===== config.mk =====
export PLATFORM = sky130hd
export DESIGN_NAME = decode_operand_fetch_ctrl_flat
export DESIGN_NICKNAME = d
export VERILOG_FILES = /design/src/rtl/decode_operand_fetch_ctrl_pkg.sv /design/src/rtl/decode_operand_fetch_ctrl_if.sv /design/src/rtl/decode_operand_fetch_ctrl_operand_length_to_count.sv /design/src/rtl/decode_operand_fetch_ctrl.sv /design/src/flat_wrapper.sv
export SDC_FILE = /design/constraint.sdc
export NUM_CORES = 1
export LEC_CHECK = 0
export ABC_AREA = 0
export CAP_MARGIN = 20
export CORE_UTILIZATION = 53
export CTS_CLUSTER_SIZE = 12
export DETAILED_ROUTE_END_ITERATION = 10
export MAX_ROUTING_LAYER = met4
export PLACE_DENSITY = 0.94
export SYNTH_ARGS = -nofsm -noshare
export SYNTH_HDL_FRONTEND = slang
export SYNTH_SLANG_ARGS = --single-unit
export TNS_END_PERCENT = 5

===== constraint.sdc =====
create_clock -name clock -period 4.7 [get_ports clock]
set_clock_uncertainty 0.1 [all_clocks]
set_input_delay 0.47 -clock clock [delete_from_list [all_inputs] [get_ports clock]]
set_output_delay 0.47 -clock clock [all_outputs]
set_load 0.1 [all_outputs]

===== src/rtl/decode_operand_fetch_ctrl_pkg.sv =====
// Shared types and constants for the displacement/immediate fetch sequencer.
package decode_operand_fetch_ctrl_pkg;

    typedef enum logic [3:0] {
        LEN_8    = 4'b0001,
        LEN_16   = 4'b0010,
        LEN_32   = 4'b0100,
        LEN_FULL = 4'b1000
    } len_onehot_e;

    typedef enum logic [1:0] {
        IDLE = 2'd0,
        DISP = 2'd1,
        IMM  = 2'd2,
        DONE = 2'd3
    } state_e;

    // Byte counter must reach the largest field (ptr16:32 immediate = 6 bytes).
    localparam int CNT_W                = 3;
    localparam int FULL_IMM_BYTES_DFLT  = 6;
    localparam int FULL_DISP_BYTES_DFLT = 4;

endpackage


===== src/rtl/decode_operand_fetch_ctrl_if.sv =====
// Descriptor, prefetch-queue and result bundle between decode, prefetch queue and issue.
interface decode_operand_fetch_ctrl_if;
    logic        flush;
    logic        start;
    logic        displacement_is_present;
    logic [3:0]  displacement_length;
    logic        immediate_is_present;
    logic [3:0]  immediate_length;
    logic        q_valid;
    logic [7:0]  q_byte;
    logic        q_ready;
    logic        busy;
    logic        done;
    logic        error;
    logic [31:0] displacement;
    logic [31:0] immediate;
    logic [15:0] selector;

    modport master (
        output flush, start, displacement_is_present, displacement_length,
               immediate_is_present, immediate_length, q_valid, q_byte,
        input  q_ready, busy, done, error, displacement, immediate, selector
    );

    modport slave (
        input  flush, start, displacement_is_present, displacement_length,
               immediate_is_present, immediate_length, q_valid, q_byte,
        output q_ready, busy, done, error, displacement, immediate, selector
    );
endinterface


===== src/rtl/decode_operand_fetch_ctrl_operand_length_to_count.sv =====
// Maps a one-hot field length plus present bit to a byte count and an illegal flag.
module operand_length_to_count
    import decode_operand_fetch_ctrl_pkg::*;
#(
    parameter int FULL_BYTES = 4
) (
    input  logic             i_present,
    input  logic [3:0]       i_len,
    output logic [CNT_W-1:0] o_count,
    output logic             o_illegal
);
    always_comb begin
        o_count   = '0;
        o_illegal = 1'b0;
        if (i_present) begin
            case (i_len)
                LEN_8:    o_count = CNT_W'(1);
                LEN_16:   o_count = CNT_W'(2);
                LEN_32:   o_count = CNT_W'(4);
                LEN_FULL: o_count = CNT_W'(FULL_BYTES);
                default:  o_illegal = 1'b1;
            endcase
        end
    end
endmodule


===== src/rtl/decode_operand_fetch_ctrl.sv =====
// Pulls displacement then immediate bytes from the prefetch queue and assembles them little-endian.
module decode_operand_fetch_ctrl
    import decode_operand_fetch_ctrl_pkg::*;
#(
    parameter int FULL_IMM_BYTES  = FULL_IMM_BYTES_DFLT,
    parameter int FULL_DISP_BYTES = FULL_DISP_BYTES_DFLT
) (
    input  logic clock,
    input  logic reset_n,
    decode_operand_fetch_ctrl_if.slave bus
);
    state_e           r_state;
    logic [CNT_W-1:0] r_count;
    logic [CNT_W-1:0] r_disp_cnt;
    logic [CNT_W-1:0] r_imm_cnt;
    logic             r_done;
    logic             r_error;
    logic [31:0]      r_displacement;
    logic [31:0]      r_immediate;
    logic [15:0]      r_selector;

    logic [CNT_W-1:0] w_disp_cnt;
    logic [CNT_W-1:0] w_imm_cnt;
    logic             w_disp_illegal;
    logic             w_imm_illegal;
    logic             w_q_ready;
    logic             w_accept;
    logic             w_disp_last;
    logic             w_imm_last;

    operand_length_to_count #(.FULL_BYTES(FULL_DISP_BYTES)) u_disp_len (
        .i_present (bus.displacement_is_present),
        .i_len     (bus.displacement_length),
        .o_count   (w_disp_cnt),
        .o_illegal (w_disp_illegal)
    );

    operand_length_to_count #(.FULL_BYTES(FULL_IMM_BYTES)) u_imm_len (
        .i_present (bus.immediate_is_present),
        .i_len     (bus.immediate_length),
        .o_count   (w_imm_cnt),
        .o_illegal (w_imm_illegal)
    );

    // Flush must block the byte accept in the same cycle it is raised.
    assign w_q_ready   = ((r_state == DISP) || (r_state == IMM)) && !bus.flush;
    assign w_accept    = w_q_ready && bus.q_valid;
    assign w_disp_last = (r_count == (r_disp_cnt - CNT_W'(1)));
    assign w_imm_last  = (r_count == (r_imm_cnt - CNT_W'(1)));

    always_ff @(posedge clock or negedge reset_n) begin
        if (!reset_n) begin
            r_state        <= IDLE;
            r_count        <= '0;
            r_disp_cnt     <= '0;
            r_imm_cnt      <= '0;
            r_done         <= 1'b0;
            r_error        <= 1'b0;
            r_displacement <= '0;
            r_immediate    <= '0;
            r_selector     <= '0;
        end else if (bus.flush) begin
            r_state <= IDLE;
            r_count <= '0;
            r_done  <= 1'b0;
            r_error <= 1'b0;
        end else begin
            r_done  <= 1'b0;
            r_error <= 1'b0;
            case (r_state)
                IDLE: begin
                    if (bus.start) begin
                        r_displacement <= '0;
                        r_immediate    <= '0;
                        r_selector     <= '0;
                        r_count        <= '0;
                        r_disp_cnt     <= w_disp_cnt;
                        r_imm_cnt      <= w_imm_cnt;
                        if (w_disp_illegal || w_imm_illegal) begin
                            r_state <= DONE;
                            r_done  <= 1'b1;
                            r_error <= 1'b1;
                        end else if (w_disp_cnt != '0) begin
                            r_state <= DISP;
                        end else if (w_imm_cnt != '0) begin
                            r_state <= IMM;
                        end else begin
                            r_state <= DONE;
                            r_done  <= 1'b1;
                        end
                    end
                end
                DISP: begin
                    if (w_accept) begin
                        case (r_count)
                            3'd0:    r_displacement[7:0]   <= bus.q_byte;
                            3'd1:    r_displacement[15:8]  <= bus.q_byte;
                            3'd2:    r_displacement[23:16] <= bus.q_byte;
                            3'd3:    r_displacement[31:24] <= bus.q_byte;
                            default: ;
                        endcase
                        if (w_disp_last) begin
                            r_count <= '0;
                            if (r_imm_cnt != '0) begin
                                r_state <= IMM;
                            end else begin
                                r_state <= DONE;
                                r_done  <= 1'b1;
                            end
                        end else begin
                            r_count <= r_count + CNT_W'(1);
                        end
                    end
                end
                IMM: begin
                    // Lanes 4-5 of a far pointer carry the segment selector.
                    if (w_accept) begin
                        case (r_count)
                            3'd0:    r_immediate[7:0]   <= bus.q_byte;
                            3'd1:    r_immediate[15:8]  <= bus.q_byte;
                            3'd2:    r_immediate[23:16] <= bus.q_byte;
                            3'd3:    r_immediate[31:24] <= bus.q_byte;
                            3'd4:    r_selector[7:0]    <= bus.q_byte;
                            3'd5:    r_selector[15:8]   <= bus.q_byte;
                            default: ;
                        endcase
                        if (w_imm_last) begin
                            r_count <= '0;
                            r_state <= DONE;
                            r_done  <= 1'b1;
                        end else begin
                            r_count <= r_count + CNT_W'(1);
                        end
                    end
                end
                DONE:    r_state <= IDLE;
                default: r_state <= IDLE;
            endcase
        end
    end

    assign bus.q_ready      = w_q_ready;
    assign bus.busy         = (r_state != IDLE);
    assign bus.done         = r_done;
    assign bus.error        = r_error;
    assign bus.displacement = r_displacement;
    assign bus.immediate    = r_immediate;
    assign bus.selector     = r_selector;

endmodule


===== src/flat_wrapper.sv =====
// flat-port wrapper written by rule: the top's interface ports become plain ports
module decode_operand_fetch_ctrl_flat import decode_operand_fetch_ctrl_pkg::*;
#(
    parameter int FULL_IMM_BYTES  = FULL_IMM_BYTES_DFLT,
    parameter int FULL_DISP_BYTES = FULL_DISP_BYTES_DFLT
)
  (clock, reset_n, bus_flush, bus_start, bus_displacement_is_present, bus_displacement_length, bus_immediate_is_present, bus_immediate_length, bus_q_valid, bus_q_byte, bus_q_ready, bus_busy, bus_done, bus_error, bus_displacement, bus_immediate, bus_selector);
  decode_operand_fetch_ctrl_if bus_i ();
  input  logic clock;
  input  logic reset_n;
  input wire logic [$bits(bus_i.flush)-1:0] bus_flush;
  input wire logic [$bits(bus_i.start)-1:0] bus_start;
  input wire logic [$bits(bus_i.displacement_is_present)-1:0] bus_displacement_is_present;
  input wire logic [$bits(bus_i.displacement_length)-1:0] bus_displacement_length;
  input wire logic [$bits(bus_i.immediate_is_present)-1:0] bus_immediate_is_present;
  input wire logic [$bits(bus_i.immediate_length)-1:0] bus_immediate_length;
  input wire logic [$bits(bus_i.q_valid)-1:0] bus_q_valid;
  input wire logic [$bits(bus_i.q_byte)-1:0] bus_q_byte;
  output wire logic [$bits(bus_i.q_ready)-1:0] bus_q_ready;
  output wire logic [$bits(bus_i.busy)-1:0] bus_busy;
  output wire logic [$bits(bus_i.done)-1:0] bus_done;
  output wire logic [$bits(bus_i.error)-1:0] bus_error;
  output wire logic [$bits(bus_i.displacement)-1:0] bus_displacement;
  output wire logic [$bits(bus_i.immediate)-1:0] bus_immediate;
  output wire logic [$bits(bus_i.selector)-1:0] bus_selector;
  assign bus_i.flush = bus_flush;
  assign bus_i.start = bus_start;
  assign bus_i.displacement_is_present = bus_displacement_is_present;
  assign bus_i.displacement_length = bus_displacement_length;
  assign bus_i.immediate_is_present = bus_immediate_is_present;
  assign bus_i.immediate_length = bus_immediate_length;
  assign bus_i.q_valid = bus_q_valid;
  assign bus_i.q_byte = bus_q_byte;
  assign bus_q_ready = bus_i.q_ready;
  assign bus_busy = bus_i.busy;
  assign bus_done = bus_i.done;
  assign bus_error = bus_i.error;
  assign bus_displacement = bus_i.displacement;
  assign bus_immediate = bus_i.immediate;
  assign bus_selector = bus_i.selector;
  decode_operand_fetch_ctrl #(.FULL_IMM_BYTES(FULL_IMM_BYTES), .FULL_DISP_BYTES(FULL_DISP_BYTES)) u_core (.clock(clock), .reset_n(reset_n), .bus(bus_i));
endmodule

* After elaboration in Yosys (flattened, before gate mapping)
Cells that the tools add are included.
** Operators by class
- Add/subtract/negate cells :: 3
- Eq/ne operators :: 36
- Multiplexer cells :: 54
- Bitwise logic cells :: 1
- Reductions and logical operators :: 30
** Operator list (count)
- $pmux W32 S2 :: 2
- $mux W32 :: 2
- $reduce_and A5 Y1 :: 11
- $mux W8 :: 6
- $mux W16 :: 2
- $pmux W16 S2 :: 1
- $mux W3 :: 8
- $ne A2 B2 Y1 const B :: 11
- $mux W1 :: 20
- $pmux W3 S3 :: 2
- $mux W2 :: 8
- $ne A3 B2 Y1 const B :: 4
- $pmux W3 S4 :: 1
- $reduce_bool A3 Y1 :: 3
- $eq A4 B1 Y1 const B :: 2
- $eq A4 B2 Y1 const B :: 2
- $eq A4 B3 Y1 const B :: 2
- $eq A4 B4 Y1 const B :: 2
- $pmux W2 S4 :: 1
- $reduce_or A4 Y1 :: 2
- $eq A3 B2 Y1 const B :: 2
- $eq A3 B3 Y1 :: 2
- $eq A3 B3 Y1 const B :: 2
- $reduce_bool A2 Y1 :: 3
- other kinds (18) :: 23
** Word-level totals
- Register bits :: 93
- Input bits :: 23
- Word-level logic and storage cells :: 140

* Logic depth before layout (Yosys ltp)
Gate-level depths: netlist of run 1.
- Word-level depth :: 10
- Gate-level depth with buffers :: 8

* Hierarchy
Synthesis of run 1 repeated with hierarchy kept, for this count alone.
** Second synthesis, totals
- Cell total of the unflattened synthesis :: 318
- Area, all modules :: 4341.7 sq um
** Modules (own cells, without submodules)
- decode_operand_fetch_ctrl :: times used 1, cells each 297, area an instance 4197.8 sq um, sequential area each 2327.2 sq um
- operand_length_to_count at u_core.u_imm_len :: times used 1, cells each 11, area an instance 77.6 sq um, sequential area each 0.0 sq um
- operand_length_to_count at u_core.u_disp_len :: times used 1, cells each 10, area an instance 66.3 sq um, sequential area each 0.0 sq um

* Worst setup path before layout of run 1
Ideal clock, no wire load.
- Kind :: reg-to-reg
- From :: reg u_core.r_state[0]
- To :: reg u_core.r_count[0]
- Library setup time :: 89 ps
- Arrival time :: 2603 ps
- Path slack :: 1908 ps
- Stages on the path, launching flop included :: 6
- Buffers on the path :: 0
- Clock period less this slack :: 2792 ps
- Cell sequence :: dfrtp_1 > inv_1 > ha_1 > nor2b_1 > nand4b_1 > o21ai_0
** On the way
- Longest elaborated chain between the ends :: 6
- Elaborated cells between the ends (all ways) :: 13
- Classes of those cells :: eq/ne: 5; mux: 2; reduce/logical: 6
** RTL lines
- start, declared :: line decode_operand_fetch_ctrl.sv:12 : state_e r_state;
- start signal, assigned :: line decode_operand_fetch_ctrl.sv:53 : r_state <= IDLE;
- start signal, assigned :: line decode_operand_fetch_ctrl.sv:63 : r_state <= IDLE;
- start signal, assigned :: line decode_operand_fetch_ctrl.sv:80 : r_state <= DONE;
- $eq A2 B1 Y1 / $eq A2 B2 Y1 (equally long branches) :: line decode_operand_fetch_ctrl.sv:46 : assign w_q_ready = ((r_state == DISP) || (r_state == IMM)) && !bus.flush;
- $logic_or A1 B1 Y1 * :: line decode_operand_fetch_ctrl.sv:46
- $logic_and A1 B1 Y1 * :: line decode_operand_fetch_ctrl.sv:46
- named net bus_q_ready :: line flat_wrapper.sv:19 : output wire logic [$bits(bus_i.q_ready)-1:0] bus_q_ready;
- $logic_and A1 B1 Y1 * :: line decode_operand_fetch_ctrl.sv:47 : assign w_accept = w_q_ready && bus.q_valid;
- $ne A3 B2 Y1 (no line)
- $reduce_and A4 Y1 (no line) *
- end signal, assigned :: line decode_operand_fetch_ctrl.sv:111 : r_count <= r_count + CNT_W'(1);
- end signal, assigned :: line decode_operand_fetch_ctrl.sv:132 : r_count <= r_count + CNT_W'(1);
- end, declared :: line decode_operand_fetch_ctrl.sv:13 : logic [CNT_W-1:0] r_count;
The timed path passes the listed nets; every way through them passes the cells marked *.
A chain may end at the register's enable or synchronous reset.

* Final worst setup path of run 1
- From :: reg u_core.r_state[0]
- To :: out bus_q_ready
** On the way
- Longest elaborated chain between the ends :: 3
- Elaborated cells between the ends (all ways) :: 4
- Classes of those cells :: eq/ne: 2; reduce/logical: 2
** RTL lines (line)
- $eq A2 B1 Y1 / $eq A2 B2 Y1 (equally long branches) :: decode_operand_fetch_ctrl.sv:46
- $logic_or A1 B1 Y1 * :: decode_operand_fetch_ctrl.sv:46
- $logic_and A1 B1 Y1 * :: decode_operand_fetch_ctrl.sv:46
- end, declared :: flat_wrapper.sv:19
Every way passes the cells marked *; elsewhere a longest branch is shown, timed or not.

==> summary.md, run 1 <==
The run finished with clean final reports. TritonCTS built the clock tree. After the flow finishes, the layout carries non-filler instances totaling 545. The tools report the flop-to-flop setup slack as 1.88 ns. The H-tree was split into 3 levels.

The multi-input combinational cells in the finished layout cover a total of 1840 um^2. From synthesis to final layout, the design area changed by 31.8%. Clock period minus worst slack: 3.14 ns.

The tools report the core region area as 7770 um^2. The run gives 2,974 as the via count. The clock net in this run drives a total of 93 sinks. Yosys printed 0 warnings.

The number of distinct standard cells referenced by the synthesized netlist came out at 42. The die width is 91.8 um, and the number of antenna cells inserted is 0. The worst flop-to-flop path startpoint is u_core.r_state[0]$_DFFE_PN0P_. Among all flip-flop cells after synthesis, the most frequent one is sky130_fd_sc_hd__dfrtp_1. Synthesis inferred 93 register bits. Before CTS, the worst setup slack after placement is 1.63 ns.

Clock-pin slew was measured on the worst setup and hold paths at 0.09 ns. Synthesis produced 329 cells. Data arrives at the worst endpoint at 2.57 ns. The number of gates given a new drive strength after cts was 0; the number of antenna violations at the first check in global routing was 0.

The global placer's final weighted congestion came out at 0.815. The net count of the finished layout is 474. The share of the Yosys chip area taken by registers is 54.5%.

The worst setup path is captured at a primary output. For the post-route DRC violation count, the log shows 0. The logs give 529 for the instance count after placement with tap cells included and 2330 um^2 for the area of all sequential standard cells. The combined global-route utilization of all metal layers was 25.3%. In this run the remaining antenna-violating nets after routing total 0.

At the pin with the least slew margin, the transition time is 1.00 ns. The run gives 9620 um as the total length of routed wires. The capturing point of the worst reg2reg path was u_core.bus.immediate[26]$_DFFE_PN0P_. STA classifies the critical path startpoint as a flip-flop. The count of input and output buffers is 106, and the wire length of the first global-routing pass is 15,800 um. The number of cells on the worst reg-to-reg path is 6. The number of buffers created by CTS was 9; the required time of the critical path was 4.13 ns. The initial utilization of the core area, before any placement, comes to 55.0%. The final worst-path cycle share was 66.8%; the post-DP HPWL was 7110 um.

The overall die area is 8420 um^2, and the number of synthesized flops with an enable pin is 0. Setup repair after global routing left no endpoint under its margin. Fill cells in the final layout number 522. The tools report the max-capacitance violation count as 0. In this run the deepest clock path goes through 2 buffers. The setup path with the least slack is of type flip-flop to primary output. The first-pass detailed-route iteration total was 4; the number of buffers inserted to repair setup after CTS was 0. The run gives 0 as the final count of pins violating max slew.

The run gives 0 as the overall overflow remaining after global route. CTS placed an instance of sky130_fd_sc_hd__clkbuf_8 at the clock tree root. Number of global-route vias before repair: 3,121. The largest net degree at the start of global routing was 94. Mean instance size in the synthesized netlist: 13.0 um^2. Worst path setup slack after routing: 1.56 ns. The path class of the tightest hold or removal check is input port to async pin. After floorplanning, the core was divided into 32 placement rows. The hold buffer count at cts came out at 0. The detailed router finished its first iteration with 64 violations. Of all nets on the critical path, the largest fanout is 4.

107 I/O pins were placed. Area of the mapped netlist: 4270 um^2. Summed over all failing endpoints, the final setup total negative slack is 0 ns. The layout cell share with drive strength beyond 1 is 23.3%, and the post-synthesis async set-or-reset flop share is 100%.

The tools report the total count of hold-check failures in the final report as 0. The wire length per cell after detailed routing is 17.6 um. The floorplan step set the die height to 91.8 um.

Measured against its own limit, the worst slew margin works out to 33.1%. The routed via count divided by cell count is 5.46. Clock latency on the worst-skew pair, taken at its later pin, is 0.35 ns. The final count of negative-setup-slack endpoints was 0; the net count after synthesis was 364. The highest attainable clock frequency came out at 319 MHz.
==> area by class of cell <==
| class | instances | share of cell area [%] |
|---|---|---|
| Inverter | 16 | 1.07 |
| Sequential cell | 93 | 41.4 |
| Clock inverter | 6 | 1.25 |
| Timing Repair Buffer | 107 | 19.2 |
| Clock buffer | 9 | 2.20 |
| Multi-Input combinational cell | 212 | 32.7 |
| Tap cell | 102 | 2.27 |
==> routing by layer <==
layer / vias to the layer above / share of wire [%] / global-route usage, %
met5: - / 0 / -
li1: 1374 / - / -
met1: 1493 / 42 / 30.6
met4: 0 / 1.4 / 6.51
met3: 12 / 4.2 / 5.06
met2: 95 / 52 / 43.7
==> critical path, stage by stage (launching register included) <==
cell	delay, ns
sky130_fd_sc_hd__dfrtp_1	0.41
sky130_fd_sc_hd__inv_1	0.08
sky130_fd_sc_hd__ha_1	0.31
sky130_fd_sc_hd__nor2b_1	0.23
sky130_fd_sc_hd__clkdlybuf4s50_1	1.18
==> cell usage after synthesis, types with 3 or more instances <==
| cell type | instances | area share (%) |
|---|---|---|
| sky130_fd_sc_hd__buf_2 | 4 | 0.47 |
| sky130_fd_sc_hd__nand2b_1 | 3 | 0.44 |
| sky130_fd_sc_hd__nor2_1 | 4 | 0.35 |
| sky130_fd_sc_hd__nor3_1 | 6 | 0.70 |
| sky130_fd_sc_hd__ha_1 | 12 | 3.5 |
| sky130_fd_sc_hd__clkbuf_1 | 3 | 0.26 |
| sky130_fd_sc_hd__xor2_1 | 3 | 0.62 |
| sky130_fd_sc_hd__mux2_2 | 78 | 21 |
| sky130_fd_sc_hd__nand3b_1 | 3 | 0.53 |
| sky130_fd_sc_hd__a21oi_1 | 7 | 0.82 |
| sky130_fd_sc_hd__inv_1 | 16 | 1.4 |
| sky130_fd_sc_hd__and2_1 | 17 | 2.5 |
| sky130_fd_sc_hd__nand2_1 | 28 | 2.5 |
| sky130_fd_sc_hd__dfrtp_1 | 93 | 55 |
| sky130_fd_sc_hd__a21oi_4 | 3 | 1.1 |
| sky130_fd_sc_hd__mux2i_1 | 3 | 0.70 |
| sky130_fd_sc_hd__mux2_1 | 3 | 0.79 |
| sky130_fd_sc_hd__xnor2_1 | 6 | 1.2 |
| sky130_fd_sc_hd__o21ai_0 | 9 | 1.1 |
==> state kept, by name, indices dropped and copies added (netlist names), 2 cells and up <==
signal	count
u_core.r_state	2
u_core.r_count	3
u_core.bus.selector	16
u_core.bus.displacement	32
u_core.bus.immediate	32
u_core.r_imm_cnt	3
u_core.r_disp_cnt	3
==> cells by family (layout without fill, tap and decap cells) <==
group	Yosys count	count (layout)	share of synthesized area (%)
flip-flops	93	93	54.5
multiplexers	84	84	22.1
AND/OR/NAND/NOR	73	73	9.23
AO/OA/AOI/OAI	33	33	5.86
buffers and inverters	24	138	2.40
adder cells (fa/ha/maj)	12	12	3.52
XOR/XNOR	10	10	2.40
==> worst max-delay path by stage <==
stage | start | end | slack (ns) | cells after the start
final | u_core.r_state[0]$_DFFE_PN0P_ | bus_q_ready | 1.56 | 4
after global routing | u_core.r_state[0]$_DFFE_PN0P_ | bus_q_ready | 1.43 | 4
after CTS | u_core.r_state[0]$_DFFE_PN0P_ | bus_q_ready | 1.54 | 4
after detailed placement | bus_flush | bus_q_ready | 1.63 | 3
after global placement | bus_flush | bus_q_ready | 1.65 | 3
after floorplan | u_core.r_state[0]$_DFFE_PN0P_ | u_core.r_count[0]$_DFFE_PN0P_ | 1.91 | 5
==> stage by stage <==
stage               utilization, %  instance area (um^2)  hold WS (ns)
floorplan                        -                  4270        0.0744
global placement              69.7                  5410         0.366
detailed placement            69.7                  5410         0.370
CTS                           72.2                  5610         0.266
global route                  72.4                  5630        0.0623
finish                        72.4                  5630        0.0310
==> layout by cell type (no fill, tap or decap), drive strengths merged <==
cell / n
o21a: 1
a21bo: 1
nor2: 4
mux2i: 3
dfrtp: 93
nand4b: 1
a22o: 2
xor3: 1
clkinv: 2
o311ai: 1
o32ai: 2
nor3b: 1
a21oi: 10
xnor2: 6
mux2: 81
nor3: 7
nor2b: 2
clkdlybuf4s50: 105
o41ai: 1
buf: 2
inv: 19
xor2: 3
o211a: 1
nand2: 28
or4b: 3
a21boi: 1
ha: 12
a211oi: 1
a21o: 1
nand3: 1
o21ai: 9
nand4: 1
bufinv: 1
nand3b: 3
nand2b: 3
o31ai: 2
clkbuf: 9
or3: 2
and2: 17
Power of run 1 is not shown: default switching activity piles up to over one toggle a cycle in this logic, so the estimate is an artifact.
==> run 2, diff against run 1 <==
Settings changed: CORE_UTILIZATION 53 to 49, PLACE_DENSITY 0.94 to 0.89.
Clock period 4.7 ns to 3.2 ns, I/O delays scaled along.
==> run 2 against run 1 <==
  * Hold slack gained 0.21 ns
  * First-iteration DRC count increased by 39%
  * Design area is 0.82% higher
  * Non-clock buffer count is 3 higher
  * Sequential share of layout area fell by 0.34 points
  * Utilization is 4.4 points lower
  * Register-to-register slack lost 1.3 ns
  * Via count grew 0.94%
  * Flip-flop and latch count did not move
  * Global-route usage down 2.4 points
  * Cell count increased by 1.3%
  * Die area increased by 8.0%
  * Critical path type is now flip-flop to flip-flop
  * Largest cell class unchanged
==> summary.md, run 2 (synthesized netlist as in run 1, its figures left out) <==
The kind of capture point of the worst setup path is a flip-flop. The wire length per cell after detailed routing works out to 17.1 um. The kind of start point of the critical path was a flip-flop. At the worst endpoint, the required time is 3.36 ns. The number of antenna cells inserted is 0. The die width is 95.3 um, and the final worst-path cycle share is 80.6%. Setup repair after global routing left no endpoint under its margin. The die covers 9090 um^2.

The tools report the total number of placement rows as 33. Of all nets on the critical path, the largest fanout is 18. The number of setup buffers added after CTS is 0.

For this design the top-level I/O count stands at 107. Depth of the CTS H-tree: 3. The measured slew at the worst slew-check pin came out at 1.00 ns.

The largest net degree at the start of global routing is 94, and the core region area is 8340 um^2. The run finished with clean final reports. For the highest attainable clock frequency, the log shows 388 MHz.

The sum of negative setup slack was 0 ns. The pre-antenna-repair detailed-routing pass consisted of 4 iterations. Buffer type at the clock tree root: sky130_fd_sc_hd__clkbuf_8.

For this design, the sink count on the clock tree is 93. The tools report the combined global-route utilization of all metal layers as 22.9%. In the routed layout, each cell is associated on average with a via count of 5.44.

Max-capacitance violation count: 0. The count of routing violations after the opening detailed-route iteration came out at 89. Compared with the post-synthesis result, the final layout area differs by 32.9%. The final count of pins violating max slew is 0. The kind of path behind the tightest hold check is input port to async pin. Post-route DRC violation count: 0. In this run the tightest slew margin relative to its limit is 33.0%. In this run, post-CTS hold repair placed 0 buffers. Clock slew at the register clock pins of the worst setup and hold paths: 0.10 ns. The top cell types in the final layout, fill and taps aside, are sky130_fd_sc_hd__clkdlybuf4s50_1 (103), sky130_fd_sc_hd__dfrtp_1 (93), sky130_fd_sc_hd__mux2_2 (78). The logs give 51.2% for the initial standard-cell utilization of the core and 477 for the final net count. The layout cell share with drive strength beyond 1 is 24.2%.

TritonCTS built the clock tree. The tools report the global placer's final weighted congestion as 0.891. The most common cell after layout, fill and taps aside was sky130_fd_sc_hd__clkdlybuf4s50_1. Summed over all nets, the half-perimeter wirelength after detailed placement is 7060 um. In this run the remaining antenna-violating nets after routing total 0. The number of antenna violations at the first check in global routing came out at 0. Total length of routed wires: 9440 um. In this run the vertical extent of the chip is 95.3 um. For the arrival time at the worst endpoint, the log shows 2.74 ns.

The count of input and output buffers was 106; the clock period minus worst slack was 2.58 ns. For the flop-to-flop setup slack, the log shows 0.62 ns. The overall overflow remaining after global route is 0, and the maximum number of buffers from clock root to sink is 2. For the worst-skew pair, the clock arrives at the later sink with an insertion delay of 0.37 ns. Setup violations remaining at the end of the flow were counted as 0. For the number of buffers created by CTS, the log shows 9. The wire length of the first global-routing pass is 14,900 um. The via count is 3,002. By startpoint and endpoint, the worst setup path is classified as flip-flop to flip-flop. The number of global-route vias before repair was 3,045.

The total count of hold-check failures in the final report is 0. The tools report the number of gates given a new drive strength after cts as 0.
run 2: worst paths after layout:
| path | depth (start not counted) | startpoint | to |
|---|---|---|---|
| min in group clock | 2 | u_core.r_imm_cnt[1]$_DFFE_PN0P_ | u_core.r_imm_cnt[1]$_DFFE_PN0P_ |
| worst min-delay path | 2 | reset_n | u_core.bus.displacement[15]$_DFFE_PN0P_ |
| max in group asynchronous | 3 | reset_n | u_core.bus.displacement[17]$_DFFE_PN0P_ |
| worst max register to register | 6 | u_core.r_state[1]$_DFFE_PN0P_ | u_core.bus.displacement[31]$_DFFE_PN0P_ |
| worst min register to register | 2 | u_core.r_imm_cnt[1]$_DFFE_PN0P_ | u_core.r_imm_cnt[1]$_DFFE_PN0P_ |
| worst max-delay path | 6 | u_core.r_state[1]$_DFFE_PN0P_ | u_core.bus.displacement[31]$_DFFE_PN0P_ |
run 2: area by class of cell:
cell class                 instances  area [um^2]
sequential                        93         2330
multi-input combinational        212         1840
inverter                          16         60.1
timing repair buffer             110         1110
tap                              105          131
fill                             608         2670
clock buffer                       9          124
clock inverter                     7         85.1
run 2: critical path, stage by stage (launching register included):
cell                       delay [ns]
sky130_fd_sc_hd__dfrtp_1         0.41
sky130_fd_sc_hd__inv_1           0.11
sky130_fd_sc_hd__ha_1            0.54
sky130_fd_sc_hd__mux2i_1         0.19
sky130_fd_sc_hd__nor3_2          0.24
sky130_fd_sc_hd__a21boi_2        0.47
sky130_fd_sc_hd__mux2_2          0.39
run 2: routing by layer:
| layer | share of wire, % | wire length (um) | track usage (%) | vias up |
|---|---|---|---|---|
| met5 | 0 | 0 | - | - |
| met4 | 2.0 | 186 | 8.46 | 0 |
| met1 | 42 | 3980 | 27.4 | 1503 |
| met3 | 5.2 | 495 | 4.86 | 18 |
| met2 | 51 | 4770 | 38.0 | 102 |
| li1 | - | - | - | 1379 |
run 2: metrics by stage:
step / hold slack (ns) / instance area, um^2 / std cells / util, % / worst slack [ns]
6_report: 0.243 / 5670 / 552 / 68.0 / 0.620
5_1_grt: 0.252 / 5670 / 552 / 68.0 / 0.411
4_1_cts: 0.102 / 5640 / 550 / 67.6 / 0.617
3_5_place_dp: 0.365 / 5430 / 534 / 65.1 / 0.663
3_3_place_gp: 0.372 / 5430 / 534 / 65.1 / 0.745
2_1_floorplan: -0.0756 / 4270 / 329 / - / 0.408
Power of run 2 is left out for the same reason.
==> run 3, diff against run 2 <==
Settings changed: CORE_UTILIZATION 49 to 44, PLACE_DENSITY 0.89 to 0.85.
Clock period 3.2 ns to 2.3 ns, I/O delays scaled along.
==> run 3 against run 2 <==
  * Cell count grew 9.2%
  * Design area up 2.9%
  * Register-to-register slack worse by 0.58 ns
  * Hold slack improved by 0.048 ns
  * Setup slack got worse by 0.58 ns
  * Global-route usage decreased by 1.9 points
  * Die area rose by 11%
  * Critical path depth rose by 2
  * Flip-flop and latch count did not move
  * Maximum frequency increased by 14%
  * Count of clock-buffer cells in the layout unchanged
  * Wire length is 3.7% higher
  * Largest cell class unchanged
  * Highest routed layer unchanged
==> summary.md, run 3 (synthesized netlist as in run 1, its figures left out) <==
The flow ran to the end, and the final reports show no timing, DRC or antenna violations. Routed signal wires occupy layers up through met4. The routed length on met1 was 4120 um. The clock slew at the register clock pins of the worst setup and hold paths was 0.10 ns. Entering global routing, the biggest net connects 48 pins. The run gives 3 as the depth of the CTS H-tree. The tools report the combined global-route utilization of all metal layers as 20.9%. The layout cell share with drive strength beyond 1 is 47.9%. TritonCTS built the clock tree. The routed via count divided by cell count was 5.12; the final count of pins violating max slew was 0. The signal on the critical path passes through inv_1 > ha_1 > ha_1 > xnor2_1 > o31ai_2 > a21oi_1 > nor3_2 > mux2_2. The critical path's most frequent cell was sky130_fd_sc_hd__ha_1.

In the detailed route, the total length drawn on met3 is 434 um. The final worst-path cycle share is 98.3%, and the worst-case headroom to the max-slew limit is 59.3%. The clock period minus worst slack works out to 2.26 ns.

Max-cap violations in this run came to 0. The highest attainable clock frequency was 442 MHz. The run gives 0.37 ns as the insertion delay to the later sink of the worst-skew pair. The first detailed-routing pass ran for 4 iterations. No sink is reached through more buffers than the 2 on the longest clock path. The worst setup path is of the flip-flop to flip-flop kind.

The layout filler cell count came out at 725. Leaving out fill and tap cells, the most frequent cell in the layout is sky130_fd_sc_hd__buf_4. Kind of capture point of the worst setup path: a flip-flop. The number of nets still failing antenna checks after routing is 0. After detailed routing, the average wire length per cell comes to 16.2 um. The die is 101 um wide.

Wire segments on met2 add up to 5110 um in the final route. The area overhead of the layout relative to synthesis is 36.7%, and the wire length of the first global-routing pass is 15,600 um. The number of antenna violations at the first check in global routing is 0.

In the routed design, unresolved DRC markers number 0. The run gives 104 as the count of routing violations after the opening detailed-route iteration. The die covers 10,100 um^2.

On the worst path, the slowest cell contributes a delay of 0.36 ns. The initial utilization of the core area, before any placement, comes to 45.8%. Global routing finished with a remaining overflow of 0. After detailed routing, the total wire length is 9790 um. The top cell types in the final layout, fill and taps aside, are sky130_fd_sc_hd__buf_4 (105), sky130_fd_sc_hd__dfrtp_1 (93), sky130_fd_sc_hd__mux2_2 (76). The via count is 3,085. The final layout contains 504 nets. The tools report the final core utilization as 62.6%. For the pin with the worst max-slew slack, the measured transition is 0.610 ns. In this run, CTS created clock tree buffers numbering 9. Input and output buffers added on the ports amount to 106. At the worst endpoint, the required time is 2.46 ns. In this run the vertical extent of the chip is 101 um.

Routability-driven placement finished with a final weighted congestion of 0.900. Once layout is done, the placed cells without fillers occupy 5840 um^2. In this run the worst hold path is classified as input port to async pin.

The tools report the clock net sink count as 93. Once detailed placement completed, the half-perimeter wirelength came to 7410 um. Setup violations remaining at the end of the flow were counted as 0. The run gives 0 as the total count of hold-check failures in the final report. Maximum fanout count along the critical path: 2. In this run the standard cell core region covers 9330 um^2. Arrival time at the worst endpoint: 2.42 ns. Kind of start point of the critical path: a flip-flop. For the number of antenna cells inserted, the log shows 0.

The placed instances occupy a cell area of 5510 um^2. The total I/O pin count was 107. The cell sitting at the root of the clock tree is a sky130_fd_sc_hd__clkbuf_8. The slowest stage of the critical path is the sky130_fd_sc_hd__dfrtp_1 cell. The number of global-route vias before repair came out at 3,120. The total number of placement rows is 35.
[run 3: changes by cell type in the layout (fill, tap and decap cells not counted), sizes merged]
cell / change
buf: +109
bufinv: -1
clkdlybuf4s50: -82
clkinv: +1
clkinvlp: +1
inv: -1
[run 3: layer usage]
| metal | vias to the layer above | GRT usage (%) |
|---|---|---|
| li1 | 1436 | - |
| met1 | 1555 | 24.7 |
| met2 | 84 | 36.1 |
| met3 | 10 | 4.79 |
| met4 | 0 | 5.57 |
| met5 | - | - |
[run 3: layout make-up]
cell class / instances / area [um^2] / area share, %
Clock buffer: 9 / 124 / 2.12
Clock inverter: 7 / 65.1 / 1.11
Inverter: 16 / 60.1 / 1.03
Multi-Input combinational cell: 212 / 1890 / 32.4
Sequential cell: 93 / 2330 / 39.9
Tap cell: 129 / 161 / 2.77
Timing Repair Buffer: 137 / 1210 / 20.7
[run 3: final timing paths]
check                      cells after the start                                      to                             from  slack (ns)
setup reg to reg                               8           u_core.r_state[0]$_DFFE_PN0P_  u_core.r_imm_cnt[0]$_DFFE_PN0P_        0.04
max in group asynchronous                      3  u_core.bus.displacement[5]$_DFFE_PN0P_                          reset_n        1.15
min in group clock                             2         u_core.r_imm_cnt[2]$_DFFE_PN0P_  u_core.r_imm_cnt[2]$_DFFE_PN0P_        0.39
setup / recovery                               8           u_core.r_state[0]$_DFFE_PN0P_  u_core.r_imm_cnt[0]$_DFFE_PN0P_        0.04
hold reg to reg                                2         u_core.r_imm_cnt[2]$_DFFE_PN0P_  u_core.r_imm_cnt[2]$_DFFE_PN0P_        0.39
hold / removal                                 2               u_core.bus.done$_DFF_PN0_                          reset_n        0.29
[run 3: through the flow]
stage / worst slack, ns / setup TNS [ns] / std cells / hold WS (ns)
2_1_floorplan: 0.108 / 0 / 329 / -0.166
3_3_place_gp: -0.0171 / -0.128 / 580 / 0.175
3_5_place_dp: -0.0887 / -1.65 / 580 / 0.184
4_1_cts: -0.0131 / -0.0154 / 598 / 0.306
5_1_grt: -0.0389 / -0.188 / 603 / 0.350
6_report: 0.0392 / 0 / 603 / 0.291
[run 3: what timing repair did]
| item | in CTS | in global routing |
|---|---|---|
| hold buffers | 1 | 0 |
| buffers inserted | 1 | 5 |
| setup endpoints to repair | 25 | 56 |
| gates cloned | 0 | 0 |
| pin swaps | 0 | 1 |
| resized for setup | 3 | 8 |
| endpoints found under the hold margin | 45 | 0 |
[run 3: critical path, delay by kind of cell, from the launching register on]
family	cells	cell delay, ns
xor+xnor	1	0.15
simple gates	1	0.25
flops	1	0.36
mux	1	0.36
buf+inv	1	0.05
fa+ha+maj	2	0.47
compound gates	2	0.39
Power of run 3 is left out for the same reason.
==> RTL edit 1 (config.mk and constraints of run 1) <==
The package constant `CNT_W` goes from 3 to 6.
--- a/src/rtl/decode_operand_fetch_ctrl_pkg.sv
+++ b/src/rtl/decode_operand_fetch_ctrl_pkg.sv
@@ -18,3 +18,3 @@
     // Byte counter must reach the largest field (ptr16:32 immediate = 6 bytes).
-    localparam int CNT_W                = 3;
+    localparam int CNT_W                = 6;
     localparam int FULL_IMM_BYTES_DFLT  = 6;
Formal check against the unedited RTL: same outputs for any inputs over 4 cycles, from zero or initial values and one cycle with reset_n low; that may be too few to reach the edited logic, so the function may still have changed.
==> RTL edit 1 against run 1 <==
Sequential cell count increased by 3; hold slack gained 380 ps; critical path depth stayed put; sequential share of layout area is 0.40 points lower; worst setup slack lost 27 ps; non-clock buffer count increased by 1; area after synthesis up 7.3%; register-to-register slack better by 250 ps; critical path type unchanged; design area grew 4.2%; core utilization down 1.8 points; routed wire length grew 11%.
Power is not shown: default switching activity piles up to over one toggle a cycle in this logic, so the estimate is an artifact.
==> RTL edit 1: results (changes against run 1) <==
Layout
  – Share of layout cells above drive strength 1: 22.7% (was 23.3%)
  – N_diodes: 0 (unchanged)
  – Final Net Count: 502 (was 474)

Critical path
  – CP Launch Point: u_core.r_state[1]$_DFFE_PN0P_ (was u_core.r_state[0]$_DFFE_PN0P_)
  – Kind of critical path: register to primary output (unchanged)
  – CP endpoint: bus_q_ready (unchanged)
  – Worst-path fanout max: 5 (was 4)
  – Crit path arrival time: 2590 ps (was 2570 ps)
  – FF-to-FF Start: u_core.r_state[0]$_DFFE_PN0P_ (unchanged)
  – Reg2Reg Depth: 6 (unchanged)
  – FF-to-FF setup slack: 2130 ps (was 1880 ps)
  – Reg2reg end: u_core.bus.immediate[25]$_DFFE_PN0P_ (was u_core.bus.immediate[26]$_DFFE_PN0P_)

Min path
  – Hold_sp: u_core.bus.immediate[26]$_DFFE_PN0P_
  – Hold Path Class: register to register (was primary input to asynchronous set/reset pin)

Drt
  – DRT Pass-1 Iters: 4 (unchanged)
  – Final WL: 10,700 um (was 9620 um)
  – DR iter-0 viols: 171 (was 64)
  – Vias per cell: 5.66 (was 5.46)

Synthesis
  – Mux cell area share after synthesis: 20.3% (was 22.1%)
  – XOR/XNOR Fraction of Synth Area: 2.29% (was 2.40%)
  – Synth Area in Compound Gates: 7.10% (was 5.86%)
  – YS warnings: 0 (unchanged)
  – Net Count, Synth: 403 (was 364)
  – Top cells by area, synth: dfrtp_1 52%, mux2_2 19%, ha_1 3.5% (was dfrtp_1 55%, mux2_2 21%, ha_1 3.5%)
  – Fraction of registers with async set/reset: 100% (unchanged)
  – Commonest cells post-synth: 96 x dfrtp_1, 79 x mux2_2, 27 x nand2_1, 18 x and2_1 (was 93 x dfrtp_1, 78 x mux2_2, 28 x nand2_1, 17 x and2_1, 16 x inv_1)
  – Post-synthesis sequential area ratio: 52.4% (was 54.5%)
  – Synth cell types: 47 (was 42)
  – Synth Area in Adders: 3.55% (was 3.52%)

Place
  – Dpl hpwl: 7780 um (was 7110 um)
  – Number of port buffers: 106 (unchanged)
  – GP Congestion: 0.858 (was 0.815)

Clock network
  – Clock Latency Late Sink: 350 ps (about the same)
  – Max clock buf depth: 2 (unchanged)
  – Post-CTS sizing: 0 (unchanged)
  – CTS root buffer: clkbuf_8 (unchanged)
  – CTS buffer count: 9 (unchanged)
  – Clock transition at the registers of the reported paths: 90 ps (about the same)
  – Number of H-tree levels: 3 (unchanged)

Timing
  – Worst-Margin Slew: 1030 ps (was 1000 ps)

GRT
  – Number of global-route vias before repair: 3,343 (was 3,121)
  – First-pass GRT wire length: 16,700 um (was 15,800 um)
  – Largest net degree at the start of global routing: 65 (was 94)
  – Total grt overflow: 0 (unchanged)
  – Initial antenna violation count: 0 (unchanged)
  – Total Routing Usage GR: 25.6% (was 25.3%)

Status
  – Status: completed (unchanged)
==> RTL edit 1: cell count changes after synthesis, moves of 4 or more <==
cell            run 1  this run
a21o_1              1        10
a21oi_1             7         3
buf_2               4        11
buf_6               1         5
nand3_1             1         5
nor2_1              4        13
o21ai_0             9         4
==> RTL edit 1: logic make-up after synthesis <==
group / count (synthesis)
buffers and inverters: 33
adders and majority gates: 13
AOI/OAI and AO/OA: 42
xor gates and xnor gates: 12
DFF: 96
and+or+nand+nor: 88
muxes: 83
==> RTL edit 1: through the flow <==
step | instance area (um2) | hold slack, ps | std cells | setup WS, ps
after floorplan | 4580 | 74.4 | 367 | 1840
after global placement | 5650 | 329 | 559 | 1710
after detailed placement | 5650 | 340 | 559 | 1690
after CTS | 5860 | 412 | 576 | 1540
after global routing | 5860 | 434 | 576 | 1460
final | 5860 | 412 | 576 | 1540
==> RTL edit 1: per-layer routing <==
layer	GRT usage [%]	wire, um	share of wire, %
met2	44.1	5620	53
met1	30.2	4380	41
met4	9.09	188	1.8
met3	4.03	491	4.6
met5	-	0	0
==> RTL edit 1: critical path, stage by stage (launching register included) <==
cell             delay [ps]
dfrtp_1                 380
inv_1                    90
ha_1                    330
nor2b_2                 250
clkdlybuf4s50_1        1180
==> RTL edit 1: how the worst min path moves through the flow <==
stage | to | slack [ps] | depth (start not counted)
detailed placement | u_core.bus.done$_DFF_PN0_ | 340 | 1
global route | u_core.bus.selector[11]$_DFFE_PN0P_ | 430 | 1
floorplan | u_core.bus.displacement[0]$_DFFE_PN0P_ | 70 | 0
finish | u_core.bus.immediate[26]$_DFFE_PN0P_ | 410 | 1
global placement | u_core.r_state[0]$_DFFE_PN0P_ | 330 | 1
CTS | u_core.bus.immediate[26]$_DFFE_PN0P_ | 410 | 1
==> RTL edit 1: area by class of cell <==
type | instances | area (um2)
repair buffers | 108 | 1080
clock buffers | 10 | 128
fillers | 551 | 2430
multi-input cells | 238 | 2000
clock inverters | 6 | 73.8
inverters | 13 | 48.8
well taps | 105 | 131
flip-flops and latches | 96 | 2400
==> RTL edit 1: what timing repair did <==
action / in CTS / in global routing
hold buffers: 1 / 0
endpoints found under the hold margin: 32 / 0
setup buffers: 0 / 0
==> RTL edit 2 (settings of run 1) <==
Made on the original files. Reset style: synchronous (`reset_n`), changed in one clocked block.
--- a/src/rtl/decode_operand_fetch_ctrl.sv
+++ b/src/rtl/decode_operand_fetch_ctrl.sv
@@ -50,3 +50,3 @@
 
-    always_ff @(posedge clock or negedge reset_n) begin
+    always_ff @(posedge clock) begin
         if (!reset_n) begin
Formal check against the unedited RTL: differs if reset_n is asserted again (counterexample within 4 cycles, from zero or initial values and one cycle with reset_n low); with reset_n held inactive, the same outputs for 4 cycles.
==> RTL edit 2 against run 1 <==
Area after synthesis is 5.8% higher; design area grew 2.6%; routed wire length rose by 24%; worst setup slack worse by 93 ps; sequential cell count is the same; core utilization down 2.1 points.
==> RTL edit 2: results (changes against run 1) <==
Timing
  – Hold slack: 376 ps (was 31.0 ps)
  – Final period utilization: 68.7% (was 66.8%)
  – Worst-Margin Slew: 1030 ps (was 1000 ps)

Min path
  – Hold Path Class: register to register (was primary input to asynchronous set/reset pin)
  – Hold_sp: u_core.r_disp_cnt[1]$_SDFFE_PN0P_

Synthesis
  – Synth Area in Compound Gates: 23.7% (was 5.86%)
  – XOR/XNOR Fraction of Synth Area: 2.08% (was 2.40%)
  – Commonest cells post-synth: 93 x dfxtp_1, 57 x o21ai_0, 49 x a21boi_0, 39 x nand3_1, 33 x clkbuf_1 (was 93 x dfrtp_1, 78 x mux2_2, 28 x nand2_1, 17 x and2_1, 16 x inv_1)
  – Post-synthesis sequential area ratio: 41.2% (was 54.5%)
  – Top cells by area, synth: dfxtp_1 41%, a21boi_0 8.1%, o21ai_0 6.3% (was dfrtp_1 55%, mux2_2 21%, ha_1 3.5%)
  – Synth cell types: 42 (unchanged)
  – Largest family of logic cells by synthesized area: compound AO/OA/AOI/OAI gates (was multiplexers)
  – Most used DFF post-synth: dfxtp_1 (was dfrtp_1)
  – Post-Synthesis Cells: 501 (was 329)
  – Synth Area in Adders: 3.60% (was 3.52%)
  – Net Count, Synth: 537 (was 364)

Critical path
  – Worst-path fanout max: 8 (was 4)
  – Delay of the slowest cell on the worst path: 1150 ps (was 1180 ps)
  – FF-to-FF setup slack: 1890 ps
  – Reg2Reg Depth: 7 (was 6)
  – FF-to-FF Start: u_core.r_state[0]$_SDFFE_PP0P_ (was u_core.r_state[0]$_DFFE_PN0P_)
  – Reg2reg end: u_core.bus.displacement[1]$_SDFFE_PN0P_ (was u_core.bus.immediate[26]$_DFFE_PN0P_)
  – Crit path arrival time: 2660 ps (was 2570 ps)

Layout
  – Final Net Count: 617 (was 474)
  – Share of layout cells above drive strength 1: 5.29% (was 23.3%)

Place
  – GP Congestion: 0.889 (was 0.815)
  – Pre-CTS WS: 1490 ps (was 1630 ps)
  – Placed instance area: 5560 um2 (was 5410 um2)
  – Cell count after placement: 673 (was 529)
  – Dpl hpwl: 8360 um (was 7110 um)

GRT
  – Total Routing Usage GR: 28.3% (was 25.3%)
  – First-pass GRT wire length: 19,100 um (was 15,800 um)

Drt
  – DRT Pass-1 Iters: 5 (was 4)
  – Wire per inst: 17.3 um (was 17.6 um)
  – Via count: 4,101 (was 2,974)
  – Vias per cell: 5.93 (was 5.46)

Status
  – Status: completed (unchanged)

Clock network
  – Clock Latency Late Sink: 370 ps (was 350 ps)
RTL edit 2: cell count changes after synthesis, moves of 9 or more:
cell / before / now
a21boi_0: 0 / 49
a21boi_1: 0 / 13
clkbuf_1: 3 / 33
dfrtp_1: 93 / 0
dfxtp_1: 0 / 93
mux2_2: 78 / 0
mux2i_1: 3 / 26
nand2_1: 28 / 19
nand3_1: 1 / 39
nand4_1: 1 / 24
nor2b_1: 2 / 30
o21ai_0: 9 / 57
RTL edit 2: final cells by class:
class / count / area, um2
Clock buffer: 9 / 124
Clock inverter: 7 / 62.6
Fill cell: 604 / 2440
Inverter: 14 / 52.6
Multi-Input combinational cell: 352 / 2440
Sequential cell: 93 / 1860
Tap cell: 105 / 131
Timing Repair Buffer: 111 / 1110
RTL edit 2: layer usage:
metal | global-route usage, % | up-vias | wire length, um
met1 | 34.6 | 1932 | 5110
met4 | 9.87 | 0 | 198
met2 | 45.7 | 191 | 5740
met5 | - | - | 0
met3 | 6.52 | 25 | 890
li1 | - | 1953 | -
